## config.mk

```make
export PLATFORM = sky130hd
export DESIGN_NAME = fetch_unit
export DESIGN_NICKNAME = d
export VERILOG_FILES = /design/src/rtl/fetch_unit_pkg.sv /design/src/rtl/fetch_unit_buffer.sv /design/src/rtl/fetch_unit.sv
export SDC_FILE = /design/constraint.sdc
export NUM_CORES = 1
export LEC_CHECK = 0
export ABC_CLOCK_PERIOD_IN_PS = 1810
export CORE_UTILIZATION = 45
export CTS_CLUSTER_SIZE = 14
export DETAILED_ROUTE_END_ITERATION = 10
export HOLD_SLACK_MARGIN = 0.05
export PLACE_DENSITY = 0.76
export SLEW_MARGIN = 20
export SYNTH_ARGS = -nofsm -noshare
export SYNTH_HDL_FRONTEND = slang
export SYNTH_SLANG_ARGS = --single-unit
```

## constraint.sdc

```tcl
create_clock -name clk -period 1.81 [get_ports clk]
set_input_delay 0.362 -clock clk [delete_from_list [all_inputs] [get_ports clk]]
set_output_delay 0.362 -clock clk [all_outputs]
set_load 0.05 [all_outputs]
```

## src/rtl/fetch_unit_pkg.sv

```systemverilog
// -----------------------------------------------------------------------------
// fetch_unit_pkg
//   Shared definitions for the instruction fetch stage of the 16-bit core:
//   default widths, reset PC, prefetch depth, the buffer occupancy encoding
//   and a helper that advances the occupancy state for one clock.
// -----------------------------------------------------------------------------
package fetch_unit_pkg;

  // Default instruction / address width in bits.
  localparam int unsigned FETCH_L        = 16;
  // Default PC loaded on reset.
  localparam logic [15:0] FETCH_RESET_PC = 16'h0000;
  // Prefetch buffer depth; the buffer is built for exactly two entries.
  localparam int unsigned FETCH_DEPTH    = 2;

  // Prefetch buffer occupancy.
  typedef enum logic [1:0] {
    OCC_EMPTY = 2'd0,
    OCC_ONE   = 2'd1,
    OCC_FULL  = 2'd2
  } occ_e;

  // Next occupancy for a given push/pop pair (flush is handled by the caller).
  // push and pop together leave the occupancy unchanged. The caller is
  // expected to qualify push with room and pop with non-empty.
  function automatic occ_e occ_step(input occ_e occ, input logic push, input logic pop);
    occ_e nxt;
    nxt = occ;
    case (occ)
      OCC_EMPTY: if (push) nxt = OCC_ONE;
      OCC_ONE: begin
        if (push && !pop) nxt = OCC_FULL;
        else if (pop && !push) nxt = OCC_EMPTY;
      end
      OCC_FULL: if (pop && !push) nxt = OCC_ONE;
      default: nxt = OCC_EMPTY;
    endcase
    return nxt;
  endfunction

endpackage

```

## src/rtl/fetch_unit_buffer.sv

```systemverilog
// -----------------------------------------------------------------------------
// fetch_unit_buffer
//   Two-entry synchronous FIFO holding {pc, instr} pairs between the PC /
//   memory side and decode. Flush empties the FIFO and has priority over push.
//   The head is presented from registered storage only; it reads as zero
//   while the FIFO is empty so stale entries never leak out.
//
// Ports
//   clk        in   core clock
//   reset      in   synchronous active-high reset; clears entries and pointers
//   push       in   write push_data at the tail (ignored if full without pop)
//   pop        in   retire the head (ignored when empty)
//   flush      in   discard all entries; beats push and pop
//   push_data  in   W-bit entry to write
//   head_valid out  FIFO holds at least one entry
//   head_data  out  W-bit head entry (zero while empty)
//   occ        out  current occupancy
// -----------------------------------------------------------------------------
module fetch_unit_buffer
  import fetch_unit_pkg::*;
#(
  parameter int unsigned W = 32
) (
  input  logic         clk,
  input  logic         reset,
  input  logic         push,
  input  logic         pop,
  input  logic         flush,
  input  logic [W-1:0] push_data,
  output logic         head_valid,
  output logic [W-1:0] head_data,
  output occ_e         occ
);

  occ_e occ_q, occ_d;
  logic rd_ptr_q, rd_ptr_d;
  logic wr_ptr_q, wr_ptr_d;

  logic pop_ok;
  logic push_ok;
  logic [1:0] wr_en;
  logic [W-1:0] entry_rd [2];

  // Pop only retires something real; push needs a free slot, which a
  // same-cycle pop provides when full.
  assign pop_ok  = pop & (occ_q != OCC_EMPTY);
  assign push_ok = push & ~flush & ((occ_q != OCC_FULL) | pop_ok);

  // One storage register per entry, written only when the tail points at it.
  for (genvar gi = 0; gi < 2; gi++) begin : gen_entry
    logic [W-1:0] data_q;

    assign wr_en[gi] = push_ok & (wr_ptr_q == 1'(gi));

    always_ff @(posedge clk) begin
      if (reset) begin
        data_q <= '0;
      end else if (wr_en[gi]) begin
        data_q <= push_data;
      end
    end

    assign entry_rd[gi] = data_q;
  end

  always_comb begin
    occ_d    = occ_q;
    rd_ptr_d = rd_ptr_q;
    wr_ptr_d = wr_ptr_q;
    if (flush) begin
      // Pointers return to slot 0 so the next fill starts from a known place.
      occ_d    = OCC_EMPTY;
      rd_ptr_d = 1'b0;
      wr_ptr_d = 1'b0;
    end else begin
      occ_d = occ_step(occ_q, push_ok, pop_ok);
      if (push_ok) wr_ptr_d = ~wr_ptr_q;
      if (pop_ok)  rd_ptr_d = ~rd_ptr_q;
    end
  end

  // Occupancy state machine and pointers.
  always_ff @(posedge clk) begin
    if (reset) begin
      occ_q    <= OCC_EMPTY;
      rd_ptr_q <= 1'b0;
      wr_ptr_q <= 1'b0;
    end else begin
      occ_q    <= occ_d;
      rd_ptr_q <= rd_ptr_d;
      wr_ptr_q <= wr_ptr_d;
    end
  end

  assign occ        = occ_q;
  assign head_valid = (occ_q != OCC_EMPTY);
  assign head_data  = head_valid ? entry_rd[rd_ptr_q] : '0;

endmodule

```

## src/rtl/fetch_unit.sv

```systemverilog
// -----------------------------------------------------------------------------
// fetch_unit
//   Instruction fetch stage of the 16-bit core. Owns the word-addressed PC,
//   drives it straight to instruction memory (combinational read) and
//   captures each {pc, instruction} pair in a two-entry prefetch buffer that
//   decode drains over a valid/ready handshake. A taken branch/jump redirect
//   reloads the PC and flushes the buffer.
//
// Ports
//   clk             in   core clock
//   reset           in   synchronous active-high reset
//   fetch_en        in   1 = new fetches allowed; buffer drains regardless
//   imem_addr       out  word address to instruction memory (= pc)
//   imem_instr      in   instruction read combinationally at imem_addr
//   if_valid        out  buffer head holds a valid instruction
//   if_instr        out  instruction at buffer head
//   if_pc           out  PC of instruction at buffer head
//   id_ready        in   decode accepts the head this cycle
//   redirect_valid  in   branch/jump taken; load redirect_pc
//   redirect_pc     in   redirect target word address
// -----------------------------------------------------------------------------
module fetch_unit
  import fetch_unit_pkg::*;
#(
  parameter int unsigned   L        = FETCH_L,
  parameter logic [L-1:0]  RESET_PC = L'(FETCH_RESET_PC),
  parameter int unsigned   DEPTH    = FETCH_DEPTH
) (
  input  logic         clk,
  input  logic         reset,
  input  logic         fetch_en,
  output logic [L-1:0] imem_addr,
  input  logic [L-1:0] imem_instr,
  output logic         if_valid,
  output logic [L-1:0] if_instr,
  output logic [L-1:0] if_pc,
  input  logic         id_ready,
  input  logic         redirect_valid,
  input  logic [L-1:0] redirect_pc
);

  logic [L-1:0]   pc_q, pc_d;
  logic           pop;
  logic           room;
  logic           push;
  logic [2*L-1:0] head_data;
  occ_e           buf_occ;

  // Decode consumes the head even in a redirect cycle; the flush only
  // discards what is left behind.
  assign pop  = if_valid & id_ready;

  // A slot is free either because the buffer is not full or because the
  // head leaves this cycle.
  assign room = (32'(buf_occ) < DEPTH) | pop;

  // Redirect suppresses the fetch: the word at the old pc is on the wrong path.
  assign push = fetch_en & ~redirect_valid & room;

  always_comb begin
    pc_d = pc_q;
    if (redirect_valid) begin
      pc_d = redirect_pc;
    end else if (push) begin
      // Wraps modulo 2^L.
      pc_d = pc_q + L'(1);
    end
  end

  always_ff @(posedge clk) begin
    if (reset) begin
      pc_q <= RESET_PC;
    end else begin
      pc_q <= pc_d;
    end
  end

  fetch_unit_buffer #(
    .W (2*L)
  ) u_buffer (
    .clk        (clk),
    .reset      (reset),
    .push       (push),
    .pop        (pop),
    .flush      (redirect_valid),
    .push_data  ({pc_q, imem_instr}),
    .head_valid (if_valid),
    .head_data  (head_data),
    .occ        (buf_occ)
  );

  assign imem_addr = pc_q;
  assign if_pc     = head_data[2*L-1:L];
  assign if_instr  = head_data[L-1:0];

endmodule

```

Word-level counts from Yosys, hierarchy flattened
Cells that the tools add are included.
W data, S select, Z words.

word-level totals
  flip-flop bits (word level) = 84
  input port bits = 37
  output and inout port bits = 49
  word-level logic and storage cells = 49

cells by class
  add/subtract/negate cells = 1
  magnitude comparators = 2
  eq/ne operators = 6
  mux-type cells = 11
  bitwise logic cells = 14
  reduce and logical (&&, ||, !) cells = 9

operators with widths
  operator                 number
  $mux W32                 4
  $mux W16                 2
  $add A16 B1 Y16 const B  1
  $and A1 B1 Y1            8
  $mux W2                  4
  $pmux W2 S3              1
  $ne A2 B1 Y1 const B     2
  $reduce_bool A2 Y1       2
  $ne A3 B1 Y1 const B     1
  $not A1 Y1               3
  $reduce_and A3 Y1        1
  $eq A2 B1 Y1 const B     1
  $eq A2 B2 Y1 const B     1
  $ge A2 B2 Y1 const B     1
  $logic_and A1 B1 Y1      2
  $logic_not A1 Y1         2
  $logic_not A2 Y1         1
  $lt A2 B2 Y1 const B     1
  $ne A2 B2 Y1 const B     1
  $not A1 Y2               1
  $or A1 B1 Y1             2
  $reduce_or A2 Y1         1

Depth between registers and ports, before layout
Gate-level depths: netlist of run 1.

  depth in word-level cells = 11
  gate-level depth with buffers = 7

By module
From an unflattened synthesis of run 1, not the netlist that was laid out.

second synthesis, totals
  cells, all modules = 461
  area, all modules = 4455.5 um^2

by module, submodules not included
  module             instances  cells each  area each (um^2)  sequential area each (um^2)
  fetch_unit_buffer  1          349         3403.3            1361.3
  fetch_unit         1          112         1052.3            320.3

Worst setup path before layout of run 1
Ideal clock, no wire load.

  path kind = register -> output
  start = reg u_buffer.rd_ptr_q
  end = out if_instr[0]
  arrival time = 1791 ps
  required time = 1448 ps
  slack = -343 ps
  cell stages (with the launch flop) = 5
  path buffers = 2
  cells stage by stage = dfxtp_1 -> clkbuf_1 -> buf_1 -> mux2i_1 -> nor2_1

on the way
  word-level cells in the longest chain between the ends = 5

ends and longest elaborated chain
  item                                         line                     text
  start: declaration                           fetch_unit_buffer.sv:36  logic rd_ptr_q, rd_ptr_d;
  start signal: assignment                     fetch_unit_buffer.sv:90  rd_ptr_q <= rd_ptr_d;
  $not A1 Y2 (implied by the code)             fetch_unit_buffer.sv:97  assign head_data = head_valid ? entry_rd[rd_ptr_q] : '0;
  $mux W32 (implied by the code) (3 in a row)  fetch_unit_buffer.sv:97
  $mux W32                                     fetch_unit_buffer.sv:97
  end: declaration                             fetch_unit.sv:35         output logic [L-1:0] if_instr,

Every way passes these cells. The select of a mux whose other input is x is not followed.

Final worst setup path of run 1
  start = reg u_buffer.occ_q[1], in the netlist u_buffer.occ[1]
  end = out if_pc[2]

on the way
  word-level cells in the longest chain between the ends = 2

ends and longest elaborated chain
  item                      line                     text
  start: declaration        fetch_unit_buffer.sv:35  occ_e occ_q, occ_d;
  start signal: assignment  fetch_unit_buffer.sv:85  occ_q <= OCC_EMPTY;
  start signal: assignment  fetch_unit_buffer.sv:89  occ_q <= occ_d;
  $reduce_bool A2 Y1        fetch_unit_buffer.sv:96  assign head_valid = (occ_q != OCC_EMPTY);
  $mux W32                  fetch_unit_buffer.sv:97
  end: declaration          fetch_unit.sv:36         output logic [L-1:0] if_pc,

Every way passes these cells.

==> results of run 1 <==
## worst paths after layout
| kind | slack [ns] | startpoint | end | cells after the start |
|---|---|---|---|---|
| hold / removal | 0.31 | reset | imem_addr[2]$_SDFFE_PP0P_ | 2 |
| hold reg to reg | 0.46 | u_buffer.gen_entry[1].data_q[2]$_SDFFE_PP0P_ | u_buffer.gen_entry[1].data_q[2]$_SDFFE_PP0P_ | 2 |
| setup reg to reg | 0.14 | imem_addr[0]$_SDFFE_PP0P_ | imem_addr[10]$_SDFFE_PP0P_ | 5 |
| setup / recovery | -0.003 | u_buffer.occ[1]$_SDFFE_PP0P_ | if_pc[2] | 6 |
## metrics by stage
step	TNS (ns)	utilization, %	cell area [um2]
finish	-0.00467	69.2	5650
floorplan	0	-	3870
global route	-1.04	69.2	5650
detailed placement	-13.28	61.9	5060
global placement	-10.23	61.9	5060
CTS	-0.0295	65.6	5360
## kinds of logic after synthesis
family | synth area share [%]
AND/OR/NAND/NOR | 26.2
AO/OA/AOI/OAI | 14.0
flip-flops | 44.5
buffers and inverters | 4.50
multiplexers | 9.00
XOR/XNOR | 1.39
adder cells (fa/ha/maj) | 0.331
## metal layers
metal | global-route usage, % | vias up
li1 | - | 1859
met1 | 30.9 | 1808
met2 | 39.6 | 140
met3 | 3.16 | 13
met4 | 8.97 | 0
met5 | 0 | -
## layout make-up
type	instances	share of cell area [%]
Tap cell	105	2.32
Inverter	7	0.465
Clock buffer	12	2.74
Multi-Input combinational cell	364	38.9
Clock inverter	4	0.841
Sequential cell	84	30.1
Timing Repair Buffer	126	24.7
## flip-flops by register name (all words and copies together) (netlist names)
signal                     flops
u_buffer.rd_ptr_q              1
u_buffer.wr_ptr_q              1
u_buffer.occ                   2
u_buffer.gen_entry.data_q     64
imem_addr                     16
## Yosys cell counts, drive strengths merged, types with 5 or more instances
cell type,count
mux2i,34
a21oi,66
a211oi,6
nand3,7
nor2,50
nand2,139
buf,9
clkbuf,27
inv,7
a311oi,5
nand4,5
dfxtp,84
## power by group through the flow
stage / combinational, mW / clock (mW) / sequential, mW
after detailed placement: 0.607 / 0 / 2.01
final: 0.670 / 1.37 / 1.97
after global routing: 0.708 / 1.47 / 1.98
after global placement: 0.598 / 0 / 2.01
after floorplan: 0.250 / 0 / 2.09
after CTS: 0.619 / 1.38 / 1.97
## timing repair
item	4_1_cts	5_1_grt
cloned	0	2
resized for setup	24	49
endpoints found under the setup margin	30	39
pin swaps	1	10
setup buffers	2	2
==> results.ini, run 1 <==
[cts]
cts.sink_count=84
root_buffer=clkbuf_8
cts_buffer_depth=2
numCtsBuffers=9
cts_tree=done
cts_hold_buf=0
path_clk_slew_ns=0.08
clock_latency_ns=0.35
htree_levels=3

[die]
die-width_um=93.7
die-height_um=93.7
ios=86
initial_utilization_pct=46.2
die_area_um2=8770
coreArea_um2=8180
num_rows=33

[critical_path]
critPathMaxStageDelay_ns=0.34
crit_family=buffers and inverters
crit_buf_inv=4
path_cells=buf_6 -> nor2_4 -> buf_12 -> clkbuf_16 -> nor2_4 -> buf_6
crit_type=reg -> out
end_kind=output pin
crit_path_top_delay_cell=dfxtp_2
cp-start-kind=flip-flop
worstPathMaxFanout=7
crit_required_ns=1.45
cp.arrival_ns=1.45

[finish]
seq_area_um2=1700
final_common_cell=nand2_1
layout.cells.non_filler=702
layout_common_cells=nand2_1 (139), dfxtp_1 (72), a21oi_1 (66)
multiInputGateArea_um2=2200
diodes=0
fill_cells=607
final_layout_size_suffix_gt1_share_pct=28.6
area_growth_pct=49.6
final_nets=630

[logic_synthesis]
synth_nets=529
synth_top_area_share_pct=44.5
synth_flop_cell=dfxtp_1
ys_ff_latch=84
synth_top_area_cell=dfxtp_1
synthTopCellsByArea=dfxtp_1 (44%), nand2_1 (14%), mux2i_1 (9.0%), a21oi_1 (8.7%), nor2_1 (5.0%)
syn_inst=491
synth_cell_types=41
synth_edf_count=0
syn_avg_cell_area_um2=7.70
synthArstFlopShare_pct=0
ys_seq_area_share_pct=44.5
yosysWarnings=0
netlist_area_um2=3780

[power_and_ir_drop]
seqPwrFrac_pct=49.2
combPwrFrac_pct=16.7
clockPowerShare_pct=34.1
power_density_nw_per_um2=710
p_int_mw=2.91
ir_drop_uv=418
total_power_mw=4.01
p_switching_mw=1.11
swShare_pct=27.6
p_leak_nw=1.96

[drt]
top_layer=met4
drtPass1Iterations=4
m1WireLength_mm=4.66
drt-total-wl_mm=10.8
met3WireLength_um=587
postRouteAntennaNets=0
drc=0
wl_per_cell_um=15.3
drtIter0Drc=244
wl_met2_mm=5.35
vias=3820
vias_per_cell=5.44

[grt]
grt_pass1_wl_mm=16.3
grt_start_max_net_pins=33
grt_pass1_vias=3481
antenna_found_initial=0
track_usage_pct=23.6
grt-ovfl-total=0

[timing]
hold_viol=0
tightest_slew_ns=0.453
min_period_over_period_pct=100
slew_headroom_pct=69.5
setup_viol=2
rsz0062_at_grt=yes
max_freq_ghz=0.552
layout_min_cycle_time_ns=1.81
finalMaxSlewViolations=0
skew_ns=0.00643
holdWs_ns=0.311
setup_ws_ns=-0.00276

[place]
portBuffers=85
routabilityCongestion=0.839
placed_cells_incl_taps=680
dpl.hpwl_mm=6.77
pre_cts_ws_ns=-0.341

[status]
violations=negative setup slack
status=finished, violations left

[hold_path]
hp-class=in -> reg

[flow_run]
maxCapViolations=0

Power figures use the tool's default switching activity.
==> run 2, diff against run 1 <==
GPL_TIMING_DRIVEN = 0   (was unset)
==> run 2 against run 1 <==
Against the previous run:
- the run still ends with negative setup slack left
- register-to-register slack got worse by 0.07 ns
- routed wire length decreased by 3.1%
- cell count decreased by 0.43%
- sequential cell count unchanged
- sequential share of layout area increased by 2.7 points
- critical path depth decreased by 2
- non-clock buffer count decreased by 2
- clock-buffer cell count increased by 1
- worst setup slack got worse by 0.010 ns
- via count decreased by 1.2%
- critical path type unchanged
- highest routed layer unchanged
==> results.ini, run 2 (same netlist as run 1, synthesis figures left out) <==
[status]
status=finished, violations left
violations=negative setup slack

[cts]
path_clk_slew_ns=0.08
cts_buffer_depth=2
numCtsBuffers=9
root_buffer=clkbuf_8
htree_levels=3
clock_latency_ns=0.34
cts.sink_count=84
cts_tree=done

[finish]
final_common_cell=nand2_1
seq_area_um2=1710
fill_cells=702
finish.utilization_pct=63.7
multiInputGateArea_um2=2120
layout_common_cells=nand2_1 (139), dfxtp_1 (72), a21oi_1 (66)
diodes=0
area_growth_pct=37.9
largest_reg_flops=64
max_flop_register=u_buffer.gen_entry.data_q
final_layout_size_suffix_gt1_share_pct=22.1
final_nets=628

[drt]
drtPass1Iterations=4
wl_per_cell_um=14.9
drt-total-wl_mm=10.4
drtIter0Drc=208
vias=3773
vias_per_cell=5.40
drc=0
postRouteAntennaNets=0

[grt]
grt_pass1_vias=3472
grt_start_max_net_pins=13
grt_pass1_wl_mm=16.7
track_usage_pct=24.2
grt-ovfl-total=0
antenna_found_initial=0

[die]
ios=86
initial_utilization_pct=46.2
die_area_um2=8770
num_rows=33
coreArea_um2=8180
die-width_um=93.7
die-height_um=93.7

[critical_path]
worstPathMaxFanout=10
critPathMaxStageDelay_ns=0.38
crit_family=buffers and inverters
crit_required_ns=1.45
crit_buf_inv=2
end_kind=output pin
cp-start-kind=flip-flop
crit_type=reg -> out
cp.arrival_ns=1.46
crit_path_top_delay_cell=dfxtp_4
path_cells=nor2_4 -> clkbuf_16 -> nor2_2 -> buf_2

[flow_run]
maxCapViolations=0

[timing]
holdWs_ns=0.362
rsz0062_at_grt=yes
min_period_over_period_pct=101
finalMaxSlewViolations=0
setup_viol=3
slew_headroom_pct=64.0
setup_ws_ns=-0.0130
max_freq_ghz=0.549
layout_min_cycle_time_ns=1.82
tightest_slew_ns=0.539
hold_viol=0
skew_ns=0.00553

[place]
portBuffers=83
dpl.hpwl_mm=7.33
pre_cts_ws_ns=-0.756
routabilityCongestion=0.874

[hold_path]
hp-class=in -> reg

[power_and_ir_drop]
power_density_nw_per_um2=741
ir_drop_uv=402
total_power_mw=3.86
p_leak_nw=1.83

[run 2: cell count changes in the layout (fill, tap and decap cells not counted), sizes merged]
cell,delta
dlymetal6s2s,-1
clkbuf,+24
clkinv,-1
clkdlybuf4s50,-2
clkinvlp,-1
buf,-40
dlygate4sd2,+18
[run 2: path summary, 6_finish.rpt]
check / from / endpoint / slack (ns) / cells after the start
worst max register to register: u_buffer.occ[1]$_SDFFE_PP0P_ / imem_addr[9]$_SDFFE_PP0P_ / 0.07 / 5
worst max-delay path: u_buffer.occ[1]$_SDFFE_PP0P_ / if_pc[13] / -0.01 / 4
worst min-delay path: redirect_valid / u_buffer.rd_ptr_q$_SDFFE_PP0P_ / 0.36 / 2
worst min register to register: u_buffer.gen_entry[1].data_q[16]$_SDFFE_PP0P_ / u_buffer.gen_entry[1].data_q[16]$_SDFFE_PP0P_ / 0.46 / 2
[run 2: area by class of cell]
type,instances,area share [%]
plain buffers,33,4.61
clock buffers,13,2.86
clock inverters,2,0.672
inverters,7,0.504
multi-input cells,364,40.6
flip-flops and latches,84,32.8
well taps,105,2.52
repair buffers,91,15.4
[run 2: through the flow]
| step | std cells | TNS, ns | instance area [um2] |
|---|---|---|---|
| 6_report | 699 | -0.0141 | 5210 |
| 5_1_grt | 699 | -1.27 | 5210 |
| 4_1_cts | 695 | -0.107 | 5140 |
| 3_5_place_dp | 679 | -61.38 | 4830 |
| 3_3_place_gp | 679 | -56.13 | 4830 |
| 2_1_floorplan | 491 | 0 | 3870 |
[run 2: power breakdown]
group          total [mW]  switching, mW  internal [mW]
Combinational       0.584          0.352          0.233
Clock                1.30          0.628          0.669
Sequential           1.98         0.0743           1.91
Total                3.86           1.05           2.81
[run 2: layer usage]
| layer | up-vias | wire, um | track usage, % |
|---|---|---|---|
| met2 | 118 | 5030 | 41.5 |
| met3 | 8 | 596 | 4.45 |
| li1 | 1855 | - | - |
| met1 | 1792 | 4690 | 31.1 |
| met5 | - | 0 | 0 |
| met4 | 0 | 100 | 6.41 |
[run 2: repair_timing]
action / 4_1_cts / 5_1_grt
resized for setup: 253 / 31
setup endpoints to repair: 114 / 98
setup buffers: 2 / 6
pin swaps: 3 / 3
hold buffers: 0 / 0
